**config.mk**
```make
export PLATFORM = sky130hd
export DESIGN_NAME = sync_realign
export DESIGN_NICKNAME = d
export VERILOG_FILES = /design/src/rtl/sync_realign.sv
export SDC_FILE = /design/constraint.sdc
export NUM_CORES = 1
export LEC_CHECK = 0
export CAP_MARGIN = 20
export CORE_MARGIN = 5
export CORE_UTILIZATION = 40
export DETAILED_ROUTE_END_ITERATION = 7
export SLEW_MARGIN = 20
export SYNTH_ARGS = -nofsm -noshare
export SYNTH_HDL_FRONTEND = slang
export SYNTH_SLANG_ARGS = --single-unit
export TNS_END_PERCENT = 5
```
**constraint.sdc**
```tcl
create_clock -name clk -period 3.38 [get_ports clk]
set_input_delay 0.507 -clock clk [delete_from_list [all_inputs] [get_ports clk]]
set_output_delay 0.507 -clock clk [all_outputs]
set_load 0.02 [all_outputs]
```
**src/rtl/sync_realign.sv**
```systemverilog
// sync_realign: re-aligns source video timing {vs,hs,de} with the output of a
// processing pipeline whose latency is fixed but unknown at design time.
//
// Once per frame (after a vsync rising edge) the block counts the cycles from
// the first i_de rising edge to the first i_valid rising edge. That count
// becomes the delay applied to the timing signals through a small ring buffer,
// so the registered outputs line up with the registered pixel data.
//
// Optional feature macro: SYNC_REALIGN_RECOVER_EN
//   defined     : a mismatch while locked drops lock and remeasures next frame
//   not defined : a mismatch while locked only raises the sticky error flag
module sync_realign #(
  parameter int DATA_WIDTH = 12,
  parameter int MAX_DLY    = 64,
  parameter int ADDR_W     = 6
) (
  input  logic                  clk,
  input  logic                  rst_n,
  input  logic                  i_vs,
  input  logic                  i_hs,
  input  logic                  i_de,
  input  logic                  i_valid,
  input  logic [DATA_WIDTH-1:0] i_data,
  output logic                  o_vs,
  output logic                  o_hs,
  output logic                  o_de,
  output logic [DATA_WIDTH-1:0] o_data,
  output logic                  o_locked,
  output logic [ADDR_W-1:0]     o_latency,
  output logic                  o_err
);

  // Largest elapsed count before a measurement is abandoned.
  localparam logic [ADDR_W-1:0] CNT_MAX = ADDR_W'(MAX_DLY - 1);

  typedef enum logic [1:0] {
    ST_IDLE    = 2'd0,
    ST_WAIT_DE = 2'd1,
    ST_COUNT   = 2'd2,
    ST_LOCKED  = 2'd3
  } state_t;

  // ---------------------------------------------------------------------------
  // State
  // ---------------------------------------------------------------------------
  state_t                r_state;
  logic [2:0]            r_ring [MAX_DLY];
  logic [ADDR_W-1:0]     r_wr_ptr;
  logic [ADDR_W-1:0]     r_cnt;
  logic [ADDR_W-1:0]     r_lat;
  logic                  r_vs_d;
  logic                  r_de_d;
  logic                  r_valid_d;
  logic                  r_locked;
  logic                  r_err;
  logic [2:0]            r_sync;
  logic [DATA_WIDTH-1:0] r_data;

  // ---------------------------------------------------------------------------
  // Combinational helpers
  // ---------------------------------------------------------------------------
  logic [2:0]        w_sync_in;
  logic [ADDR_W-1:0] w_rd_addr;
  logic [2:0]        w_ring_rd;
  logic [2:0]        w_buf;
  logic [ADDR_W-1:0] w_cnt_inc;
  logic              w_vs_rise;
  logic              w_de_rise;
  logic              w_valid_rise;
  logic              w_mismatch;

  assign w_sync_in    = {i_vs, i_hs, i_de};
  assign w_vs_rise    = i_vs & ~r_vs_d;
  assign w_de_rise    = i_de & ~r_de_d;
  assign w_valid_rise = i_valid & ~r_valid_d;

  // Entry written lat cycles ago; subtraction wraps naturally modulo MAX_DLY.
  assign w_rd_addr = r_wr_ptr - r_lat;
  assign w_ring_rd = r_ring[w_rd_addr];

  // r_cnt is cleared on the i_de rising edge, so in the k-th cycle after that
  // edge r_cnt holds k-1; the incremented value is the elapsed cycle count.
  assign w_cnt_inc = r_cnt + ADDR_W'(1);

  // The delayed data-enable must track pipeline valid while locked.
  assign w_mismatch = i_valid ^ w_buf[0];

  // Select the delayed timing word; a zero delay bypasses the ring entirely.
  always_comb begin
    w_buf = 3'b000;
    if (r_lat == {ADDR_W{1'b0}}) begin
      w_buf = w_sync_in;
    end else begin
      w_buf = w_ring_rd;
    end
  end

  // ---------------------------------------------------------------------------
  // Sequential logic
  // ---------------------------------------------------------------------------

  // Ring buffer: captures the undelayed timing word every cycle in every state.
  always_ff @(posedge clk or negedge rst_n) begin
    if (!rst_n) begin
      for (int i = 0; i < MAX_DLY; i++) begin
        r_ring[i] <= 3'b000;
      end
    end else begin
      r_ring[r_wr_ptr] <= w_sync_in;
    end
  end

  // Write pointer advances every cycle and wraps at MAX_DLY.
  always_ff @(posedge clk or negedge rst_n) begin
    if (!rst_n) begin
      r_wr_ptr <= {ADDR_W{1'b0}};
    end else begin
      r_wr_ptr <= r_wr_ptr + ADDR_W'(1);
    end
  end

  // One-cycle history of vs/de/valid for rising-edge detection.
  always_ff @(posedge clk or negedge rst_n) begin
    if (!rst_n) begin
      r_vs_d    <= 1'b0;
      r_de_d    <= 1'b0;
      r_valid_d <= 1'b0;
    end else begin
      r_vs_d    <= i_vs;
      r_de_d    <= i_de;
      r_valid_d <= i_valid;
    end
  end

  // Measurement / lock FSM with registered lock, latency and sticky error.
  always_ff @(posedge clk or negedge rst_n) begin
    if (!rst_n) begin
      r_state  <= ST_IDLE;
      r_cnt    <= {ADDR_W{1'b0}};
      r_lat    <= {ADDR_W{1'b0}};
      r_locked <= 1'b0;
      r_err    <= 1'b0;
    end else begin
      case (r_state)
        ST_IDLE: begin
          r_locked <= 1'b0;
          if (w_vs_rise) begin
            r_state <= ST_WAIT_DE;
          end else begin
            r_state <= ST_IDLE;
          end
        end

        ST_WAIT_DE: begin
          // Further vsync edges are ignored once a frame has started.
          if (w_de_rise) begin
            r_cnt <= {ADDR_W{1'b0}};
            if (w_valid_rise) begin
              // Pipeline is combinationally transparent: zero delay.
              r_lat    <= {ADDR_W{1'b0}};
              r_locked <= 1'b1;
              r_state  <= ST_LOCKED;
            end else begin
              r_state  <= ST_COUNT;
            end
          end else begin
            r_state <= ST_WAIT_DE;
          end
        end

        ST_COUNT: begin
          // Valid is checked first so the deepest latency (MAX_DLY-1) locks.
          if (w_valid_rise) begin
            r_lat    <= w_cnt_inc;
            r_locked <= 1'b1;
            r_state  <= ST_LOCKED;
          end else if (w_cnt_inc == CNT_MAX) begin
            r_err   <= 1'b1;
            r_cnt   <= {ADDR_W{1'b0}};
            r_state <= ST_IDLE;
          end else begin
            r_cnt   <= w_cnt_inc;
            r_state <= ST_COUNT;
          end
        end

        ST_LOCKED: begin
          if (w_mismatch) begin
            r_err <= 1'b1;
`ifdef SYNC_REALIGN_RECOVER_EN
            r_locked <= 1'b0;
            r_state  <= ST_IDLE;
`else
            r_locked <= 1'b1;
            r_state  <= ST_LOCKED;
`endif
          end else begin
            r_locked <= 1'b1;
            r_state  <= ST_LOCKED;
          end
        end

        default: begin
          r_locked <= 1'b0;
          r_state  <= ST_IDLE;
        end
      endcase
    end
  end

  // Output registers: pixel always passes through; syncs only while locked.
  always_ff @(posedge clk or negedge rst_n) begin
    if (!rst_n) begin
      r_sync <= 3'b000;
      r_data <= {DATA_WIDTH{1'b0}};
    end else begin
      r_data <= i_data;
      if (r_state == ST_LOCKED) begin
        r_sync <= w_buf;
      end else begin
        r_sync <= 3'b000;
      end
    end
  end

  assign o_vs      = r_sync[2];
  assign o_hs      = r_sync[1];
  assign o_de      = r_sync[0];
  assign o_data    = r_data;
  assign o_locked  = r_locked;
  assign o_latency = r_lat;
  assign o_err     = r_err;

endmodule
```
== After elaboration in Yosys (flattened, before gate mapping) ==
Index checks and enable logic that the tools add are counted.

* Logic and storage cells: 137
* Output and inout bits: 23
* Flip-flop bits (word level): 232

* Reductions and logical operators: 8
* Bitwise operators: 9
* Mux-type cells: 29
* Order comparisons: 3
* Add/subtract/negate cells: 3
* Equality and inequality tests: 10

{| class="wikitable"
|+ Operators with widths
! kind !! count
|-
| $bwmux W192 || 1
|-
| $mux W6 || 6
|-
| $pmux W6 S2 || 2
|-
| $bmux W3 S6 || 1
|-
| $demux W3 S6 || 1
|-
| $mux W3 || 5
|-
| $ge A7 B7 Y1 const B || 2
|-
| $not A6 Y7 || 2
|-
| $add A6 B1 Y6 const B || 2
|-
| $ne A2 B2 Y1 const B || 6
|-
| $pmux W2 S4 || 1
|-
| $reduce_and A4 Y1 || 2
|-
| $lt A7 B1 Y1 const B || 1
|-
| $mux W1 || 7
|-
| $eq A6 B6 Y1 const B || 1
|-
| $logic_not A6 Y1 || 1
|-
| $mux W2 || 3
|-
| $sub A6 B6 Y6 || 1
|-
| $eq A2 B2 Y1 const B || 2
|-
| $pmux W1 S4 || 1
|-
| $reduce_bool A2 Y1 || 2
|-
| $and A1 B1 Y1 || 3
|-
| $not A1 Y1 || 3
|-
| $reduce_and A3 Y1 || 1
|-
| other kinds (5) || 5
|}

== Longest topological paths before layout ==
Gate-level depths: netlist of the first run.

* Depth after elaboration: 9
* Gate-level depth with buffers: 12
* Depth with buffers taken out: 11

== Worst setup path before layout of the first run ==
Ideal clock, no wire load.

* Path type: register -> register
* From: reg r_wr_ptr[0]
* To: reg r_err, in the netlist o_err
* Clock period less this slack: 2.903 ns
* Arrival time: 2.808 ns
* Cell stages (with the launch flop): 11
* Setup slack: 0.477 ns
* Path through: dfrtp_1 inv_1 ha_1 fa_1 buf_2 mux4_2 a2111oi_2 a311oi_1 a32o_1 o31a_1 o31ai_1

* Word-level cells in the longest chain between the ends: 9

{| class="wikitable"
|+ Ends and longest elaborated chain
! element !! RTL line !! RTL
|-
| start, declared || 48 || <nowiki>logic [ADDR_W-1:0] r_wr_ptr;</nowiki>
|-
| start signal, assigned || 116 || <nowiki>r_wr_ptr <= {ADDR_W{1'b0}};</nowiki>
|-
| start signal, assigned || 118 || <nowiki>r_wr_ptr <= r_wr_ptr + ADDR_W'(1);</nowiki>
|-
| $sub A6 B6 Y6 || 78 || <nowiki>assign w_rd_addr = r_wr_ptr - r_lat;</nowiki>
|-
| $not A6 Y7 (not written as such) || 79 || <nowiki>assign w_ring_rd = r_ring[w_rd_addr];</nowiki>
|-
| $bmux W3 S6 || 79 ||
|-
| $mux W3 (not written as such) (2 in series) || 79 ||
|-
| $mux W3 || 91 || <nowiki>if (r_lat == {ADDR_W{1'b0}}) begin</nowiki>
|-
| $xor A1 B1 Y1 || 86 || <nowiki>assign w_mismatch = i_valid ^ w_buf[0];</nowiki>
|-
| $ne A2 B2 Y1 (no line) || - ||
|-
| $reduce_and A4 Y1 (no line) || - ||
|-
| end signal, assigned || 142 || <nowiki>r_err <= 1'b0;</nowiki>
|-
| end signal, assigned || 178 || <nowiki>r_err <= 1'b1;</nowiki>
|-
| end signal, assigned || 189 || <nowiki>r_err <= 1'b1;</nowiki>
|-
| end, declared || 55 || <nowiki>logic r_err;</nowiki>
|}

Every way passes these cells. The select of a mux whose other input is x is not followed.
A chain may end at the register's enable or synchronous reset.

== Worst setup path after layout of the first run ==
* From: reg r_wr_ptr[0]
* To: reg r_sync[1]

* Word-level cells in the longest chain between the ends: 7

{| class="wikitable"
|+ Ends and longest elaborated chain
! element !! RTL line !! RTL
|-
| $sub A6 B6 Y6 || 78 ||
|-
| $not A6 Y7 (not written as such) || 79 ||
|-
| $bmux W3 S6 || 79 ||
|-
| $mux W3 (not written as such) (2 in series) || 79 ||
|-
| $mux W3 || 91 ||
|-
| $mux W3 || 218 || <nowiki>if (r_state == ST_LOCKED) begin</nowiki>
|-
| end signal, assigned || 219 || <nowiki>r_sync <= w_buf;</nowiki>
|-
| end, declared || 56 || <nowiki>logic [2:0] r_sync;</nowiki>
|}

Every way passes these cells. The select of a mux whose other input is x is not followed.

==> flow_summary_export.csv, run 1 <==
group,metric,value,unit
setup_path,worstPathRequired,3830,ps
logic_synthesis,ys_warn_count,0,
setup_path,worst-path-max-fanout,21,
cells_and_area,fillers,2359,
setup_path,r2r_end,"r_sync[1]",
timing,hold_viol,5,
clocking,numCtsBuffers,27,
cells_and_area,multi_input_area,4850,um2
place,hpwl,16500,um
detailed_routing,met1_length,12000,um
clocking,path_clk_slew,60,ps
timing,finalSetupTns,0,ps
timing,finClkSkew,8.07,ps
grt,grtUsageTotal,16.8,%
logic_synthesis,mappedNetlistNets,829,
setup_path,r2r_slack,210,ps
logic_synthesis,synth_area,10900,um2
detailed_routing,drtIter0Drc,528,
cells_and_area,final_nets,884,
run_status,status,"complete, but fails checks",
setup_path,crit_type,"reg -> reg",
timing,grt_setup_unrepaired,"no",
job,drv_cap,0,
die,io_pins,41,
cells_and_area,drive_gt1_share,37.5,%
cells_and_area,area_growth,16.7,%
detailed_routing,drt-pass1-iter-count,5,
logic_synthesis,synthDistinctLibCells,47,
logic_synthesis,ys_ff_latch,232,
grt,overflow,0,
detailed_routing,antenna_left,0,
logic_synthesis,synth_common_cells,"232 x dfrtp_1, 192 x mux2_2, 87 x nand2_1",
place,placed_area,11800,um2
cells_and_area,design_area,12700,um2
timing,drv_slew,0,
die,initial_utilization,40.5,%
die,row_count,60,
logic_synthesis,yosysMostFrequentCell,"dfrtp_1",
run_status,violations,"negative hold slack",
timing,hold_ws,-16.3,ps
logic_synthesis,ys_async_sr_fraction,100,%
setup_path,start_kind,"flop",
power_and_ir_drop,ir_worst_vdd,0.000323,V
detailed_routing,wl_met2,11600,um
setup_path,r2r-start,"r_wr_ptr[0]",
detailed_routing,wl_met3,1130,um
detailed_routing,routed.top_layer,"met4",
logic_synthesis,seq_area_frac_synth,53.3,%
setup_path,arrival,3620,ps
logic_synthesis,synthTopCellsByArea,"dfrtp_1 53%, mux2_2 20%, mux4_2 9.9%",
die,chipWidth,175,um
setup_path,rr_worst_depth,11,
grt,antenna_found_initial,0,
setup_path,crit_start,"r_wr_ptr[0]",
clocking,cts_sinks,232,
timing,period_share,93.8,%
clocking,cts_root_buffer,"clkbuf_16",
timing,max_freq,0.315,GHz
logic_synthesis,synth-main-ff-cell,"dfrtp_1",
detailed_routing,vias,6636,
logic_synthesis,yosys.area.top_type,"dfrtp_1",
grt,grt_max_degree,89,
place,port_buffers,40,
logic_synthesis,synth_edf_count,0,
power_and_ir_drop,power.density,554,nW/um2
clocking,cts_tree,"yes",
cells_and_area,n_antenna_cell,0,
logic_synthesis,synth_top_cell_area_share,53.3,%
timing,setup_violations,0,
cells_and_area,ff_latch_area,5810,um2
timing,period_needed,3170,ps
clocking,clkLatencyLatePin,530,ps
power_and_ir_drop,p_leak,0.00521,uW
timing,worst_slew_margin_rel,35.7,%
detailed_routing,routed_via_density,5.46,
detailed_routing,wl_per_cell,20.7,um
clocking,clk_path_buf_depth,3,
logic_synthesis,syn_avg_cell_area,13.7,um2
clocking,cts_htree_levels,1,
die,design.core.area,26900,um2
grt,grt_pass1_wl,41400,um
setup_path,cp-end-kind,"flop",
logic_synthesis,synthCells,798,
worst_hold_path,min_path_type,"in -> async",
die,die_area,30600,um2
die,die_y,175,um
timing,worst_pin_slew,958,ps
grt,grt_pass1_vias,7058,
detailed_routing,routed_wl,25100,um
detailed_routing,drc,0,
place,gp_congestion,0.791,
-- flip-flops by register name (all words and copies together), names as in the netlist --
| register | count |
|---|---|
| o_data | 12 |
| o_err | 1 |
| o_latency | 6 |
| o_locked | 1 |
| r_cnt | 6 |
| r_de_d | 1 |
| r_ring | 192 |
| r_state | 2 |
| r_sync | 3 |
| r_valid_d | 1 |
| r_vs_d | 1 |
| r_wr_ptr | 6 |
-- worst max-delay path by stage --
stage,depth (start not counted),to
finish,11,r_sync[1]
global route,11,r_sync[2]
CTS,10,r_sync[1]
detailed placement,10,r_sync[1]
global placement,10,r_sync[1]
floorplan,10,o_err
-- power by group --
| group | leakage [uW] | internal [uW] | switching [uW] | total [uW] |
|---|---|---|---|---|
| sequential | 0.00279 | 2930 | 89.4 | 3010 |
| clock | 0.000454 | 1820 | 1130 | 2950 |
| combinational | 0.00196 | 514 | 570 | 1080 |
-- through the flow --
| stage | utilization [%] | worst slack, ps | hold WS (ps) | instances | power, uW |
|---|---|---|---|---|---|
| 2_1_floorplan | - | 477 | 211 | 798 | 3790 |
| 3_3_place_gp | 43.8 | 173 | 481 | 1162 | 4130 |
| 3_5_place_dp | 43.8 | 103 | 481 | 1162 | 4140 |
| 4_1_cts | 47.2 | 89.4 | 8.27 | 1212 | 7120 |
| 5_1_grt | 47.3 | 35.4 | 33.9 | 1215 | 7370 |
| 6_report | 47.3 | 209 | -16.3 | 1215 | 7040 |
-- final cells by class --
class / instances / area share, %
clock buffers: 43 / 6.50
well taps: 341 / 3.36
clock inverters: 7 / 0.699
inverters: 12 / 0.354
flip-flops and latches: 232 / 45.7
multi-input cells: 509 / 38.1
repair buffers: 71 / 5.29
-- worst max-delay path, stage by stage (launching register included) --
cell      delay (ps)
dfrtp_1          350
inv_1            130
ha_4             200
fa_2             610
buf_12           210
mux4_2           220
and2_1           120
a211oi_1          50
a311oi_1         500
nor3b_1          170
or3_1            380
a21oi_1          140
-- logic make-up after synthesis --
group | share of synthesized area (%)
adders and majority gates | 1.56
muxes | 30.2
DFF | 53.3
buffers and inverters | 2.41
xor gates and xnor gates | 1.18
AOI/OAI and AO/OA | 4.01
and+or+nand+nor | 7.33
-- per-layer routing --
metal | vias to the layer above | GRT usage, %
li1 | 3034 | -
met1 | 3464 | 25.0
met2 | 112 | 26.2
met3 | 26 | 2.40
met4 | 0 | 4.06
met5 | - | 0
-- what timing repair did --
action,in CTS,in global routing
resized for setup,0,2
buffers inserted,0,3
endpoints found under the setup margin,0,2
hold buffers,0,0
-- layout by cell type (no fill, tap or decap), types with 8 or more instances in the layout --
cell | synthesis | routed
dfrtp_1 | 232 | 231
mux2_2 | 192 | 192
nand2_1 | 87 | 87
mux4_2 | 48 | 48
clkdlybuf4s50_1 | 0 | 36
nor2_1 | 29 | 29
clkbuf_16 | 0 | 27
buf_4 | 3 | 27
o21ai_0 | 16 | 16
inv_1 | 12 | 12
ha_1 | 12 | 11
nand3_1 | 10 | 10
and2_1 | 9 | 9
a311oi_1 | 9 | 9
clkbuf_8 | 0 | 9
xnor2_1 | 8 | 8
a21oi_1 | 8 | 8
nor3_1 | 8 | 8
No activity file was read; power rests on OpenSTA's default activity.
==> run 2, diff against run 1 <==
- DONT_BUFFER_PORTS: default -> 1
==> flow_summary_export.csv, run 2 (synthesis results as in run 1) <==
group,metric,value,unit
grt,grt_max_degree,233,
detailed_routing,vias,6565,
clocking,clk_path_buf_depth,3,
timing,finClkSkew,10.9,ps
detailed_routing,drc,0,
job,drv_cap,0,
place,dpl.cell_count,1121,
clocking,cts_sinks,232,
die,chipWidth,175,um
grt,grt_pass1_wl,40100,um
clocking,cts_htree_levels,1,
setup_path,start_kind,"flop",
clocking,numCtsBuffers,27,
cells_and_area,design_area,12400,um2
worst_hold_path,min_path_type,"in -> async",
clocking,cts_root_buffer,"clkbuf_16",
power_and_ir_drop,ir_worst_vdd,0.000415,V
setup_path,arrival,3500,ps
clocking,clkLatencyLatePin,530,ps
timing,period_share,90.1,%
clocking,cts_tree,"yes",
setup_path,worstPathRequired,3840,ps
detailed_routing,routed_wl,24900,um
setup_path,worst-path-max-fanout,24,
place,hpwl,15700,um
cells_and_area,final_common_cell,"dfrtp_1",
cells_and_area,fin_cells,1184,
setup_path,r2r-start,"r_wr_ptr[0]",
timing,setup_violations,0,
place,gp_congestion,0.773,
power_and_ir_drop,power.density,546,nW/um2
setup_path,slowest_delay,720,ps
clocking,cts_resized,0,
setup_path,crit_path_cell_trace,"inv_1, ha_4, fa_2, buf_12, mux4_2, and2_1, a211oi_1, a311oi_1, nor3_1, or3_1, a21oi_1",
timing,worst_slew_margin_rel,44.1,%
detailed_routing,drtIter0Drc,452,
setup_path,rr_worst_depth,11,
cells_and_area,fillers,2415,
cells_and_area,drive_gt1_share,37.5,%
detailed_routing,wl_per_cell,21.0,um
power_and_ir_drop,p_leak,0.00509,uW
place,placed_area,11400,um2
die,die_area,30600,um2
cells_and_area,layout_common_cells,"232 x dfrtp_1, 192 x mux2_2, 87 x nand2_1",
power_and_ir_drop,p_total,6780,uW
grt,grtUsageTotal,16.4,%
run_status,violations,"negative hold slack",
setup_path,r2r_slack,340,ps
setup_path,cp_slowest_cell,"fa_2",
timing,grt_setup_unrepaired,"no",
timing,hold_ws,-336,ps
detailed_routing,routed_via_density,5.54,
die,row_count,60,
setup_path,cp-end-kind,"flop",
setup_path,path_buf_inv,2,
run_status,status,"complete, but fails checks",
setup_path,cp.depth,11,
grt,antenna_found_initial,0,
cells_and_area,final_nets,855,
timing,finalSetupTns,0,ps
grt,grt_pass1_vias,6813,
clocking,path_clk_slew,60,ps
detailed_routing,drt-pass1-iter-count,4,
die,initial_utilization,40.5,%
setup_path,crit_start,"r_wr_ptr[0]",
timing,period_needed,3040,ps
clocking,cts_setup_buffers,0,
place,port_buffers,0,
timing,drv_slew,0,
die,io_pins,41,
cells_and_area,largest_register_ffs,192,
timing,max_freq,0.329,GHz
cells_and_area,top_register,"r_ring",
detailed_routing,antenna_left,0,
grt,overflow,0,
timing,hold_viol,232,
die,design.core.area,26900,um2
setup_path,crit_type,"reg -> reg",
timing,worst_pin_slew,832,ps
cells_and_area,n_antenna_cell,0,
clocking,cts_hold_repair.buffers,15,
die,die_y,175,um
cells_and_area,area_growth,13.8,%
setup_path,r2r_end,"r_sync[2]",
setup_path,crit_family,"adder cells",
==> run 2: where the power goes <==
group	internal, uW	switching, uW	leakage (uW)
Sequential	2930	119	0.00280
Combinational	463	441	0.00186
Clock	1690	1140	0.000426
Total	5080	1700	0.00509
==> run 2: stage by stage <==
step	utilization, %	setup WS (ps)
global placement	42.4	334
global route	46.1	70.5
detailed placement	42.4	364
finish	46.1	336
floorplan	-	477
CTS	46.1	325
==> run 2: how the worst max path moves through the flow <==
stage               slack, ps   endpoint
CTS                       330  r_sync[2]
global route               70  r_sync[2]
detailed placement        360  r_sync[2]
floorplan                 480      o_err
global placement          330      o_err
finish                    340  r_sync[2]
==> run 2: area by class of cell <==
| cell class | instances | area, um2 | share of cell area (%) |
|---|---|---|---|
| flip-flops and latches | 232 | 5810 | 46.8 |
| multi-input cells | 509 | 4850 | 39.1 |
| clock buffers | 42 | 802 | 6.47 |
| well taps | 341 | 427 | 3.44 |
| repair buffers | 42 | 415 | 3.35 |
| clock inverters | 6 | 58.8 | 0.474 |
| inverters | 12 | 45.0 | 0.363 |
==> run 2: metal layers <==
metal,global-route usage (%),up-vias,part of all wire [%]
li1,-,2969,-
met1,23.8,3417,46
met2,25.5,135,46
met3,3.35,44,5.5
met4,4.19,0,2.6
met5,0,-,0
==> run 2: worst reg2reg max path, delay by kind of cell (launching register included) <==
family | cells | cell delay, ps
adder cells (fa/ha/maj) | 2 | 880
AO/OA/AOI/OAI | 3 | 620
AND/OR/NAND/NOR | 3 | 590
flip-flops | 1 | 350
buffers and inverters | 2 | 330
multiplexers | 1 | 210
==> run 3, diff against run 2 <==
- CTS_BUF_LIST: default -> sky130_fd_sc_hd__clkbuf_8
- GPL_ROUTABILITY_DRIVEN: default -> 0
==> flow_summary_export.csv, run 3 (synthesis results as in run 1) <==
group,metric,value,unit
run_status,status,"complete, but fails checks",
run_status,violations,"negative hold slack",
die,initial_utilization,40.5,%
timing,setup_violations,0,
setup_path,worstPathRequired,3830,ps
timing,worst_slew_margin_rel,44.9,%
clocking,cts_root_buffer,"clkbuf_8",
setup_path,start_kind,"flop",
timing,grt_setup_unrepaired,"no",
grt,grt_pass1_vias,6949,
timing,finalSetupTns,0,ps
setup_path,r2r-start,"o_latency[3]",
detailed_routing,routed_wl,25200,um
detailed_routing,antenna_left,0,
cells_and_area,final_nets,871,
timing,worst_pin_slew,821,ps
power_and_ir_drop,power.density,557,nW/um2
clocking,cts_tree,"yes",
setup_path,worst-path-max-fanout,6,
timing,period_needed,3030,ps
cells_and_area,top_register,"r_ring",
setup_path,slowest_delay,660,ps
grt,grt_max_degree,233,
timing,max_freq,0.330,GHz
power_and_ir_drop,ir_worst_vdd,0.000240,V
clocking,path_clk_slew,60,ps
timing,period_share,89.6,%
worst_hold_path,min_path_type,"in -> async",
cells_and_area,ff_latch_area,5810,um2
die,row_count,60,
clocking,cts_sinks,232,
clocking,clkLatencyLatePin,550,ps
detailed_routing,routed_via_density,5.50,
timing,hold_ws,-336,ps
clocking,clk_path_buf_depth,3,
cells_and_area,design_area,12500,um2
grt,grt_pass1_wl,40400,um
setup_path,r2r_end,"o_err",
die,die_area,30600,um2
grt,antenna_found_initial,0,
setup_path,cp_slowest_cell,"xnor2_1",
cells_and_area,layout_common_cells,"232 x dfrtp_1, 192 x mux2_2, 87 x nand2_1",
clocking,cts_htree_levels,2,
cells_and_area,fillers,2399,
setup_path,cp-end-kind,"flop",
grt,grtUsageTotal,16.7,%
cells_and_area,n_antenna_cell,0,
power_and_ir_drop,p_leak,0.00521,uW
cells_and_area,multi_input_area,4850,um2
setup_path,path_buf_inv,1,
detailed_routing,drc,0,
job,drv_cap,0,
cells_and_area,largest_register_ffs,192,
clocking,cts_resized,0,
clocking,numCtsBuffers,43,
die,design.core.area,26900,um2
place,port_buffers,0,
detailed_routing,drtIter0Drc,394,
setup_path,rr_worst_depth,9,
setup_path,crit_family,"simple AND/OR/NAND/NOR gates",
die,die_y,175,um
timing,drv_slew,0,
timing,hold_viol,232,
setup_path,crit_path_cell_trace,"inv_1, ha_1, nor2_1, a21oi_2, xnor2_1, o31ai_1, nor4_1, nor2_1, o31ai_1",
cells_and_area,area_growth,15.0,%
detailed_routing,vias,6683,
grt,overflow,0,
clocking,cts_setup_buffers,0,
die,io_pins,41,
setup_path,r2r_slack,350,ps
detailed_routing,wl_per_cell,20.7,um
place,placed_area,11400,um2
cells_and_area,drive_gt1_share,39.6,%
die,chipWidth,175,um
setup_path,crit_type,"reg -> reg",
place,hpwl,15700,um
cells_and_area,final_common_cell,"dfrtp_1",
clocking,cts_hold_repair.buffers,15,
timing,finClkSkew,16.1,ps
detailed_routing,drt-pass1-iter-count,5,
setup_path,arrival,3480,ps
==> run 3: changes by cell type in the layout (fill, tap and decap cells not counted), sizes merged <==
cell / before / now
clkinv: 5 / 7
clkinvlp: 0 / 1
inv: 12 / 22
clkbuf: 42 / 57
bufinv: 1 / 4
==> run 3: worst max-delay path by stage <==
stage | startpoint | endpoint | cells after the start
CTS | r_wr_ptr[0] | r_sync[2] | 11
floorplan | r_wr_ptr[0] | o_err | 10
global placement | r_wr_ptr[0] | o_err | 11
detailed placement | r_wr_ptr[0] | r_sync[2] | 11
global route | r_wr_ptr[0] | r_sync[2] | 11
finish | o_latency[3] | o_err | 9
==> run 3: where the power goes <==
part / switching (uW) / leakage [uW] / internal [uW] / total (uW)
Sequential: 120 / 0.00280 / 2930 / 3050
Clock: 1210 / 0.000546 / 1820 / 3030
Combinational: 440 / 0.00186 / 463 / 902
Total: 1770 / 0.00521 / 5210 / 6980
==> run 3: layout make-up <==
type | count | area share (%)
sequential | 232 | 46.3
clock buffer | 57 | 6.26
multi-input combinational | 509 | 38.7
clock inverter | 22 | 1.64
tap | 341 | 3.40
timing repair buffer | 42 | 3.31
inverter | 12 | 0.359
==> run 3: layer usage <==
| layer | share of wire [%] | GRT usage, % |
|---|---|---|
| met1 | 46 | 23.7 |
| met4 | 1.5 | 4.45 |
| met2 | 47 | 26.0 |
| met5 | 0 | 0 |
| met3 | 5.5 | 3.81 |
==> run 3: metrics by stage <==
stage                     worst slack, ps  hold slack [ps]  utilization [%]  total power (uW)  std cells
after global placement                334              221             42.4              3980       1121
after floorplan                       477              211                -              3790        798
final                                 351             -336             46.6              6980       1215
after CTS                             325             -372             46.6              7080       1215
after detailed placement              364              223             42.4              3990       1121
after global routing                  103             -367             46.6              7300       1215
